===== config.mk =====
export PLATFORM = sky130hd
export DESIGN_NAME = inst_prefetch_buffer
export DESIGN_NICKNAME = d
export VERILOG_FILES = /design/src/rtl/inst_prefetch_buffer.sv
export SDC_FILE = /design/constraint.sdc
export NUM_CORES = 1
export LEC_CHECK = 0
export CAP_MARGIN = 15
export CORE_ASPECT_RATIO = 1.25
export CORE_MARGIN = 4
export CORE_UTILIZATION = 45
export CTS_CLUSTER_SIZE = 14
export DETAILED_ROUTE_END_ITERATION = 12
export MAX_ROUTING_LAYER = met4
export PLACE_DENSITY = 0.7
export SYNTH_ARGS = -nofsm -noshare
export SYNTH_HDL_FRONTEND = slang
export SYNTH_HIERARCHICAL = 1
export SYNTH_SLANG_ARGS = --single-unit

===== constraint.sdc =====
create_clock -name clk_i -period 4.2 [get_ports clk_i]
set_clock_uncertainty 0.15 [all_clocks]
set_input_delay 0.84 -clock clk_i [delete_from_list [all_inputs] [get_ports clk_i]]
set_output_delay 0.84 -clock clk_i [all_outputs]
set_load 0.005 [all_outputs]

===== src/rtl/inst_prefetch_buffer.sv =====
// Instruction prefetcher: issues sequential word fetches ahead of decode, buffers {pc, inst}
// pairs in an in-order FIFO and flushes/discards in-flight data on a taken branch.

module inst_prefetch_buffer_chk #(
  parameter int unsigned DEPTH = 4,
  parameter int unsigned CNT_W = 3
) (
  input logic             clk_i,
  input logic             rst_i,
  input logic             push,
  input logic             pop,
  input logic             rvalid,
  input logic [CNT_W-1:0] fifo_count,
  input logic [CNT_W-1:0] outstanding
);

  // Credit accounting must keep buffered plus in-flight words within the FIFO size
  a_credit: assert property (@(posedge clk_i) disable iff (!rst_i)
    ({1'b0, fifo_count} + {1'b0, outstanding}) <= (CNT_W+1)'(DEPTH));

  // A write into a full FIFO without a simultaneous read would overwrite the head
  a_no_overflow: assert property (@(posedge clk_i) disable iff (!rst_i)
    !(push && !pop && (fifo_count == CNT_W'(DEPTH))));

  // The memory never answers a request that was not issued
  a_no_spurious_rvalid: assert property (@(posedge clk_i) disable iff (!rst_i)
    !(rvalid && (outstanding == {CNT_W{1'b0}})));

endmodule

module inst_prefetch_buffer #(
  parameter int unsigned       DEPTH    = 4,
  parameter int unsigned       ADDR_W   = 32,
  parameter int unsigned       DATA_W   = 32,
  parameter logic [ADDR_W-1:0] RESET_PC = {ADDR_W{1'b0}}
) (
  input  logic              clk_i,
  input  logic              rst_i,
  input  logic              start_i,
  input  logic              redirect_i,
  input  logic [ADDR_W-1:0] redirect_pc_i,
  output logic              mem_req_o,
  output logic [ADDR_W-1:0] mem_addr_o,
  input  logic              mem_gnt_i,
  input  logic              mem_rvalid_i,
  input  logic [DATA_W-1:0] mem_rdata_i,
  output logic              inst_valid_o,
  output logic [DATA_W-1:0] inst_o,
  output logic [ADDR_W-1:0] inst_pc_o,
  input  logic              inst_ready_i
);

  localparam int unsigned CNT_W = $clog2(DEPTH + 1);
  localparam int unsigned PTR_W = $clog2(DEPTH);

  logic [ADDR_W-1:0] fetch_pc_r;
  logic [ADDR_W-1:0] resp_pc_r;
  logic [CNT_W-1:0]  fifo_count_r;
  logic [CNT_W-1:0]  outstanding_r;
  logic [CNT_W-1:0]  discard_r;
  logic [PTR_W-1:0]  rd_ptr_r;
  logic [PTR_W-1:0]  wr_ptr_r;
  logic [ADDR_W-1:0] pc_mem_r   [DEPTH];
  logic [DATA_W-1:0] inst_mem_r [DEPTH];

  logic [CNT_W:0]    inflight_s;
  logic              credit_ok_s;
  logic              req_s;
  logic              issue_s;
  logic              head_valid_s;
  logic              push_s;
  logic              pop_s;
  logic [ADDR_W-1:0] target_pc_s;

  logic [ADDR_W-1:0] fetch_pc_nxt_s;
  logic [ADDR_W-1:0] resp_pc_nxt_s;
  logic [CNT_W-1:0]  fifo_count_nxt_s;
  logic [CNT_W-1:0]  outstanding_nxt_s;
  logic [CNT_W-1:0]  discard_nxt_s;
  logic [PTR_W-1:0]  rd_ptr_nxt_s;
  logic [PTR_W-1:0]  wr_ptr_nxt_s;

  // Requests are gated by reset so the port is quiet while rst_i is low, even without a clock
  assign inflight_s   = {1'b0, fifo_count_r} + {1'b0, outstanding_r};
  assign credit_ok_s  = inflight_s < (CNT_W+1)'(DEPTH);
  assign req_s        = rst_i & start_i & ~redirect_i & credit_ok_s;
  assign issue_s      = req_s & mem_gnt_i;
  assign head_valid_s = fifo_count_r != {CNT_W{1'b0}};
  assign push_s       = mem_rvalid_i & (discard_r == {CNT_W{1'b0}}) & ~redirect_i;
  assign pop_s        = head_valid_s & inst_ready_i & ~redirect_i;
  assign target_pc_s  = redirect_pc_i & ~ADDR_W'(2'b11);

  assign mem_req_o    = req_s;
  assign mem_addr_o   = fetch_pc_r;
  assign inst_valid_o = head_valid_s;
  assign inst_o       = head_valid_s ? inst_mem_r[rd_ptr_r] : {DATA_W{1'b0}};
  assign inst_pc_o    = head_valid_s ? pc_mem_r[rd_ptr_r]   : {ADDR_W{1'b0}};

  // Next-state: fetch/response PCs, credit counters, discard count and FIFO pointers
  always_comb begin
    fetch_pc_nxt_s    = fetch_pc_r;
    resp_pc_nxt_s     = resp_pc_r;
    fifo_count_nxt_s  = fifo_count_r;
    discard_nxt_s     = discard_r;
    rd_ptr_nxt_s      = rd_ptr_r;
    wr_ptr_nxt_s      = wr_ptr_r;
    outstanding_nxt_s = outstanding_r + CNT_W'(issue_s) - CNT_W'(mem_rvalid_i);

    if (redirect_i) begin
      // Everything still in flight after this edge belongs to the abandoned path
      fetch_pc_nxt_s   = target_pc_s;
      resp_pc_nxt_s    = target_pc_s;
      fifo_count_nxt_s = {CNT_W{1'b0}};
      discard_nxt_s    = outstanding_nxt_s;
      rd_ptr_nxt_s     = {PTR_W{1'b0}};
      wr_ptr_nxt_s     = {PTR_W{1'b0}};
    end else begin
      if (issue_s) begin
        fetch_pc_nxt_s = fetch_pc_r + ADDR_W'(3'd4);
      end else begin
        fetch_pc_nxt_s = fetch_pc_r;
      end

      if (mem_rvalid_i && (discard_r != {CNT_W{1'b0}})) begin
        discard_nxt_s = discard_r - CNT_W'(1'b1);
      end else begin
        discard_nxt_s = discard_r;
      end

      if (push_s) begin
        resp_pc_nxt_s = resp_pc_r + ADDR_W'(3'd4);
        wr_ptr_nxt_s  = wr_ptr_r + PTR_W'(1'b1);
      end else begin
        resp_pc_nxt_s = resp_pc_r;
        wr_ptr_nxt_s  = wr_ptr_r;
      end

      if (pop_s) begin
        rd_ptr_nxt_s = rd_ptr_r + PTR_W'(1'b1);
      end else begin
        rd_ptr_nxt_s = rd_ptr_r;
      end

      case ({push_s, pop_s})
        2'b10:   fifo_count_nxt_s = fifo_count_r + CNT_W'(1'b1);
        2'b01:   fifo_count_nxt_s = fifo_count_r - CNT_W'(1'b1);
        default: fifo_count_nxt_s = fifo_count_r;
      endcase
    end
  end

  // Control state register
  always_ff @(posedge clk_i or negedge rst_i) begin
    if (!rst_i) begin
      fetch_pc_r    <= RESET_PC;
      resp_pc_r     <= RESET_PC;
      fifo_count_r  <= {CNT_W{1'b0}};
      outstanding_r <= {CNT_W{1'b0}};
      discard_r     <= {CNT_W{1'b0}};
      rd_ptr_r      <= {PTR_W{1'b0}};
      wr_ptr_r      <= {PTR_W{1'b0}};
    end else begin
      fetch_pc_r    <= fetch_pc_nxt_s;
      resp_pc_r     <= resp_pc_nxt_s;
      fifo_count_r  <= fifo_count_nxt_s;
      outstanding_r <= outstanding_nxt_s;
      discard_r     <= discard_nxt_s;
      rd_ptr_r      <= rd_ptr_nxt_s;
      wr_ptr_r      <= wr_ptr_nxt_s;
    end
  end

  // FIFO storage write
  always_ff @(posedge clk_i or negedge rst_i) begin
    if (!rst_i) begin
      for (int i = 0; i < int'(DEPTH); i++) begin
        pc_mem_r[i]   <= {ADDR_W{1'b0}};
        inst_mem_r[i] <= {DATA_W{1'b0}};
      end
    end else if (push_s) begin
      pc_mem_r[wr_ptr_r]   <= resp_pc_r;
      inst_mem_r[wr_ptr_r] <= mem_rdata_i;
    end
  end

  inst_prefetch_buffer_chk #(
    .DEPTH (DEPTH),
    .CNT_W (CNT_W)
  ) u_chk (
    .clk_i       (clk_i),
    .rst_i       (rst_i),
    .push        (push_s),
    .pop         (pop_s),
    .rvalid      (mem_rvalid_i),
    .fifo_count  (fifo_count_r),
    .outstanding (outstanding_r)
  );

endmodule


## Word level (Yosys, flattened, before mapping)

Cells that the tools add are included.

- $add $sub $neg: 10
- Order comparisons: 4
- Equal/unequal tests: 2
- Multiplexer cells: 24
- Bitwise gates (word level): 11
- Reduce and logical (&&, ||, !) cells: 10

Operator list:

| kind | count |
|---|---|
| $mux 32 | 11 |
| $bwmux 128 | 2 |
| $bmux 32 s2 | 2 |
| $add 32x3->32 const B | 2 |
| $demux 32 s2 | 1 |
| $mux 3 | 3 |
| $reduce_bool 3->1 | 3 |
| $and 1x1->1 | 8 |
| $mux 2 | 4 |
| $reduce_bool 2->1 | 4 |
| $ge 3x3->1 const B | 2 |
| $not 2->3 | 2 |
| $pmux 3 s2 | 1 |
| $sub 3x1->3 const B | 2 |
| $add 2x1->2 const B | 2 |
| $add 3x3->4 | 1 |
| $lt 4x3->1 const B | 1 |
| $add 3x1->3 | 1 |
| $add 3x1->3 const B | 1 |
| $logic_not 3->1 | 1 |
| $lt 3x1->1 const B | 1 |
| $sub 3x1->3 | 1 |
| $eq 2x1->1 const B | 1 |
| $eq 2x2->1 const B | 1 |
| other kinds (2) | 3 |

- Register bits after elaboration: 333
- Input port bits: 71
- Output and inout port bits: 98

## Depth between registers and ports, before layout

- Word-level depth: 7
- Mapped depth: 14
- Mapped depth without buffers: 12

## Least setup slack after synthesis

Ideal clock, no wire load.

- Path kind: input-to-reg
- From: input redirect_i
- To: register discard_r[2]
- Library setup time: 135 ps
- Arrival: 2881 ps
- Required time: 3915 ps
- Slack: 1034 ps
- Cell stages on the path: 13
- Buffers on the path: 2
- Cells stage by stage: nor4b_2 and4_1 buf_6 inv_4 clkbuf_1 ha_1 inv_1 ha_1 fa_1 xor2_1 xnor2_1 nand2_1 o21ai_0

- Word-level cells in the longest chain between the ends: 7

Ends and longest elaborated chain:

| item | RTL line | text |
|---|---|---|
| start, declared | 40 | `input logic redirect_i,` |
| $not 1->1 | 86 | `assign req_s = rst_i & start_i & ~redirect_i & credit_ok_s;` |
| $and 1x1->1 (2 in series) | 86 |  |
| $and 1x1->1 | 87 | `assign issue_s = req_s & mem_gnt_i;` |
| $add 3x1->3 | 107 | `outstanding_nxt_s = outstanding_r + CNT_W'(issue_s) - CNT_W'(mem_rvalid_i);` |
| $sub 3x1->3 | 107 |  |
| via outstanding_nxt_s[2] | 78 | `logic [CNT_W-1:0] outstanding_nxt_s;` |
| $mux 3 | 109 | `if (redirect_i) begin` |
| end signal, assigned | 159 | `discard_r <= {CNT_W{1'b0}};` |
| end signal, assigned | 167 | `discard_r <= discard_nxt_s;` |
| end, declared | 60 | `logic [CNT_W-1:0] discard_r;` |

The timed path passes the listed nets, and every way through them passes these cells.
A chain may end at the register's enable or synchronous reset.

## Worst setup path after layout

- From: register fifo_count_r[0]
- To: output inst_o[14]

- Word-level cells in the longest chain between the ends: 2

Ends and longest elaborated chain:

| item | RTL line | text |
|---|---|---|
| start, declared | 58 | `logic [CNT_W-1:0] fifo_count_r;` |
| start signal, assigned | 157 | `fifo_count_r <= {CNT_W{1'b0}};` |
| start signal, assigned | 165 | `fifo_count_r <= fifo_count_nxt_s;` |
| $reduce_bool 3->1 | 88 | `assign head_valid_s = fifo_count_r != {CNT_W{1'b0}};` |
| $mux 32 | 96 | `assign inst_o = head_valid_s ? inst_mem_r[rd_ptr_r] : {DATA_W{1'b0}};` |
| end, declared | 48 | `output logic [DATA_W-1:0] inst_o,` |

Every way passes these cells.

==> impl_metrics.ini <==
[layout]
final_common_cell = dfrtp_1
multiInputGateArea_mm2 = 0.00686
n_fill_cell = 2761
seqCellArea_mm2 = 0.00804
drive_gt1_share_pct = 30.4
fin_nets = 1381
layout_common_cells = dfrtp_1 (319), mux2_2 (254), clkdlybuf4s50_1 (160)
syn_to_final_growth_pct = 21.3

[run]
cap_viol_max_count = 0

[clocking]
postCtsHoldBufs = 0
clock_sinks = 321
numCtsBuffers = 36
post-cts-setup-buffers = 0
cts_tree = done
cts_resized = 0
htree_levels = 2
root_buffer = clkbuf_16
clk_latency_ns = 0.50
clk_pin_slew_ns = 0.05
cts_max_path_buffers = 3

[timing]
whs_ns = 0.0324
max_freq_mhz = 272
min_period_over_period_pct = 87.6
worst_pin_slew_ns = 0.994
max_slew_margin_pct = 33.7
hold_violations = 0
slew_viol_final = 0
period_needed_ns = 3.68
setup_violations = 0
finalSetupTns_ns = 0
rsz0062_at_grt = false

[global_routing]
grt_pass1_wl_um = 56800
grt.overflow.total = 0
grt_pass1_vias = 10700
grt_util_all_layers_pct = 19.2
grt_max_degree = 174
antenna_found_initial = 1

[drt]
drtIter0Drc = 553
drc_errors = 0
vias = 9801
ant_nets = 0
viasPerCell = 5.62
wirelength_um = 34200
firstDrtPassIters = 5
wl_per_cell_um = 19.6

[power]
powerDensity_mw_per_mm2 = 568
ir_drop_mv = 0.307
power.leakage_nw = 8.18

[logic_synthesis]
synthDistinctLibCells = 48
yosysTopAreaCellShare_pct = 52.6
avgSynthCellArea_um2 = 13.2
synth.yosys.seq_area_share_pct = 52.6
synth_seq_cells = 321
netlist_top_cells_area = dfrtp_1 (53%), mux2_2 (19%), mux4_2 (9.1%)
synth_edf_count = 0
synthFlopType = dfrtp_1
syn_inst = 1153
post-synth-top-area-cell = dfrtp_1
synth_area_mm2 = 0.0153
yosys_warnings = 6
synth-async-reset-ratio_pct = 100

[floorplanning]
die-area_mm2 = 0.0370
fp.dieH_um = 214
die_w_um = 173
initial_utilization_pct = 45.6
core_area_mm2 = 0.0335
rows = 75
ios = 169

[worst_hold_path]
hp-class = in -> async

[place]
gp_congestion = 0.842
port_buffers = 162
dp.final_hpwl_um = 21600

[run_status]
status = finished, final reports clean

[setup_path]
crit_path_end_kind = output pin
critPathRequiredTime_ns = 3.21
crit_family = simple AND/OR/NAND/NOR gates
slowest_delay_ns = 0.80
cp_slowest_cell = or3_2
path_cells = or3_2 -> buf_12 -> and2_1 -> clkdlybuf4s50_1
cp.arrival_ns = 2.69
crit_path_start_kind = register
criticalPathCategory = reg -> out
path_max_fanout = 37
critical_path_buf_inv_count = 2
==> final cells by class <==
class / instances / share of cell area (%)
sequential: 321 / 43.4
multi-input combinational: 738 / 37.1
timing repair buffer: 182 / 9.92
clock buffer: 55 / 5.80
tap: 423 / 2.86
clock inverter: 7 / 0.608
inverter: 17 / 0.358
antenna: 1 / 0.0135
==> where the power goes <==
| group | switching (mW) | total, mW | internal, mW |
|---|---|---|---|
| registers | 0.430 | 4.14 | 3.71 |
| logic | 1.23 | 3.23 | 2.00 |
| clock network | 1.21 | 3.15 | 1.94 |
| total | 2.87 | 10.5 | 7.64 |
==> worst register-to-register path, delay by kind of cell (launching register included) <==
kind                       cells  cell delay, ns
DFF                            1            0.43
AOI/OAI and AO/OA              1            0.08
xor gates and xnor gates       2            0.30
buffers and inverters          2            0.08
adders and majority gates      4            1.05
and+or+nand+nor                3            0.61
==> final timing paths <==
path,startpoint,to,slack (ns),cells past startpoint
max in group asynchronous,rst_i,pc_mem_r[15],2.07,3
worst min register to register,pc_mem_r[17],pc_mem_r[17],0.33,2
worst max register to register,fifo_count_r[1],discard_r[2],1.36,12
worst min-delay path,rst_i,inst_mem_r[79],0.03,1
min in group clk_i,pc_mem_r[17],pc_mem_r[17],0.33,2
worst max-delay path,fifo_count_r[0],inst_o[14],0.52,4
==> routing by layer <==
layer	track usage, %	vias to the layer above	wire length [um]
met3	3.48	42	1730
met2	31.1	261	16500
met1	25.6	5032	15400
li1	-	4466	-
met4	4.42	0	557
met5	-	-	0
==> sequential cells by signal, summed over array words and instances, names as in the netlist <==
register       flops
discard_r          3
fifo_count_r       3
inst_mem_r       128
mem_addr_o        30
outstanding_r      3
pc_mem_r         120
rd_ptr_r           2
resp_pc_r         30
wr_ptr_r           2
==> synthesized netlist by cell type (9+ instances only) <==
master / count
nand4_1: 23
nand3_1: 35
buf_2: 9
o211ai_1: 14
mux2_2: 254
ha_1: 12
nor4_1: 14
clkbuf_1: 59
dfrtp_1: 321
and2_1: 64
and3_1: 11
xnor2_1: 27
nor2_1: 24
xor2_1: 15
nand2_1: 65
mux4_2: 62
inv_1: 16
nor3_1: 11
o21ai_0: 43
==> logic make-up after synthesis <==
family	after synthesis	synth area share, %
adder cells (fa/ha/maj)	14	1.25
XOR/XNOR	42	2.41
multiplexers	318	28.0
AO/OA/AOI/OAI	84	3.39
buffers and inverters	97	2.62
AND/OR/NAND/NOR	276	9.72
other	1	0.0246
flip-flops	321	52.6
==> metrics by stage <==
step / area [um^2] / utilization [%] / cells / power, mW / setup slack [ns]
after floorplan: 15300 / - / 1156 / 6.04 / 1.03
after global placement: 17300 / 51.7 / 1680 / 7.40 / 0.779
after detailed placement: 17300 / 51.7 / 1680 / 7.50 / 0.753
after CTS: 18500 / 55.2 / 1742 / 10.7 / 0.449
after global routing: 18500 / 55.3 / 1744 / 11.1 / 0.389
final: 18500 / 55.3 / 1744 / 10.5 / 0.523
Note: power is estimated with default switching activity, not from simulation.
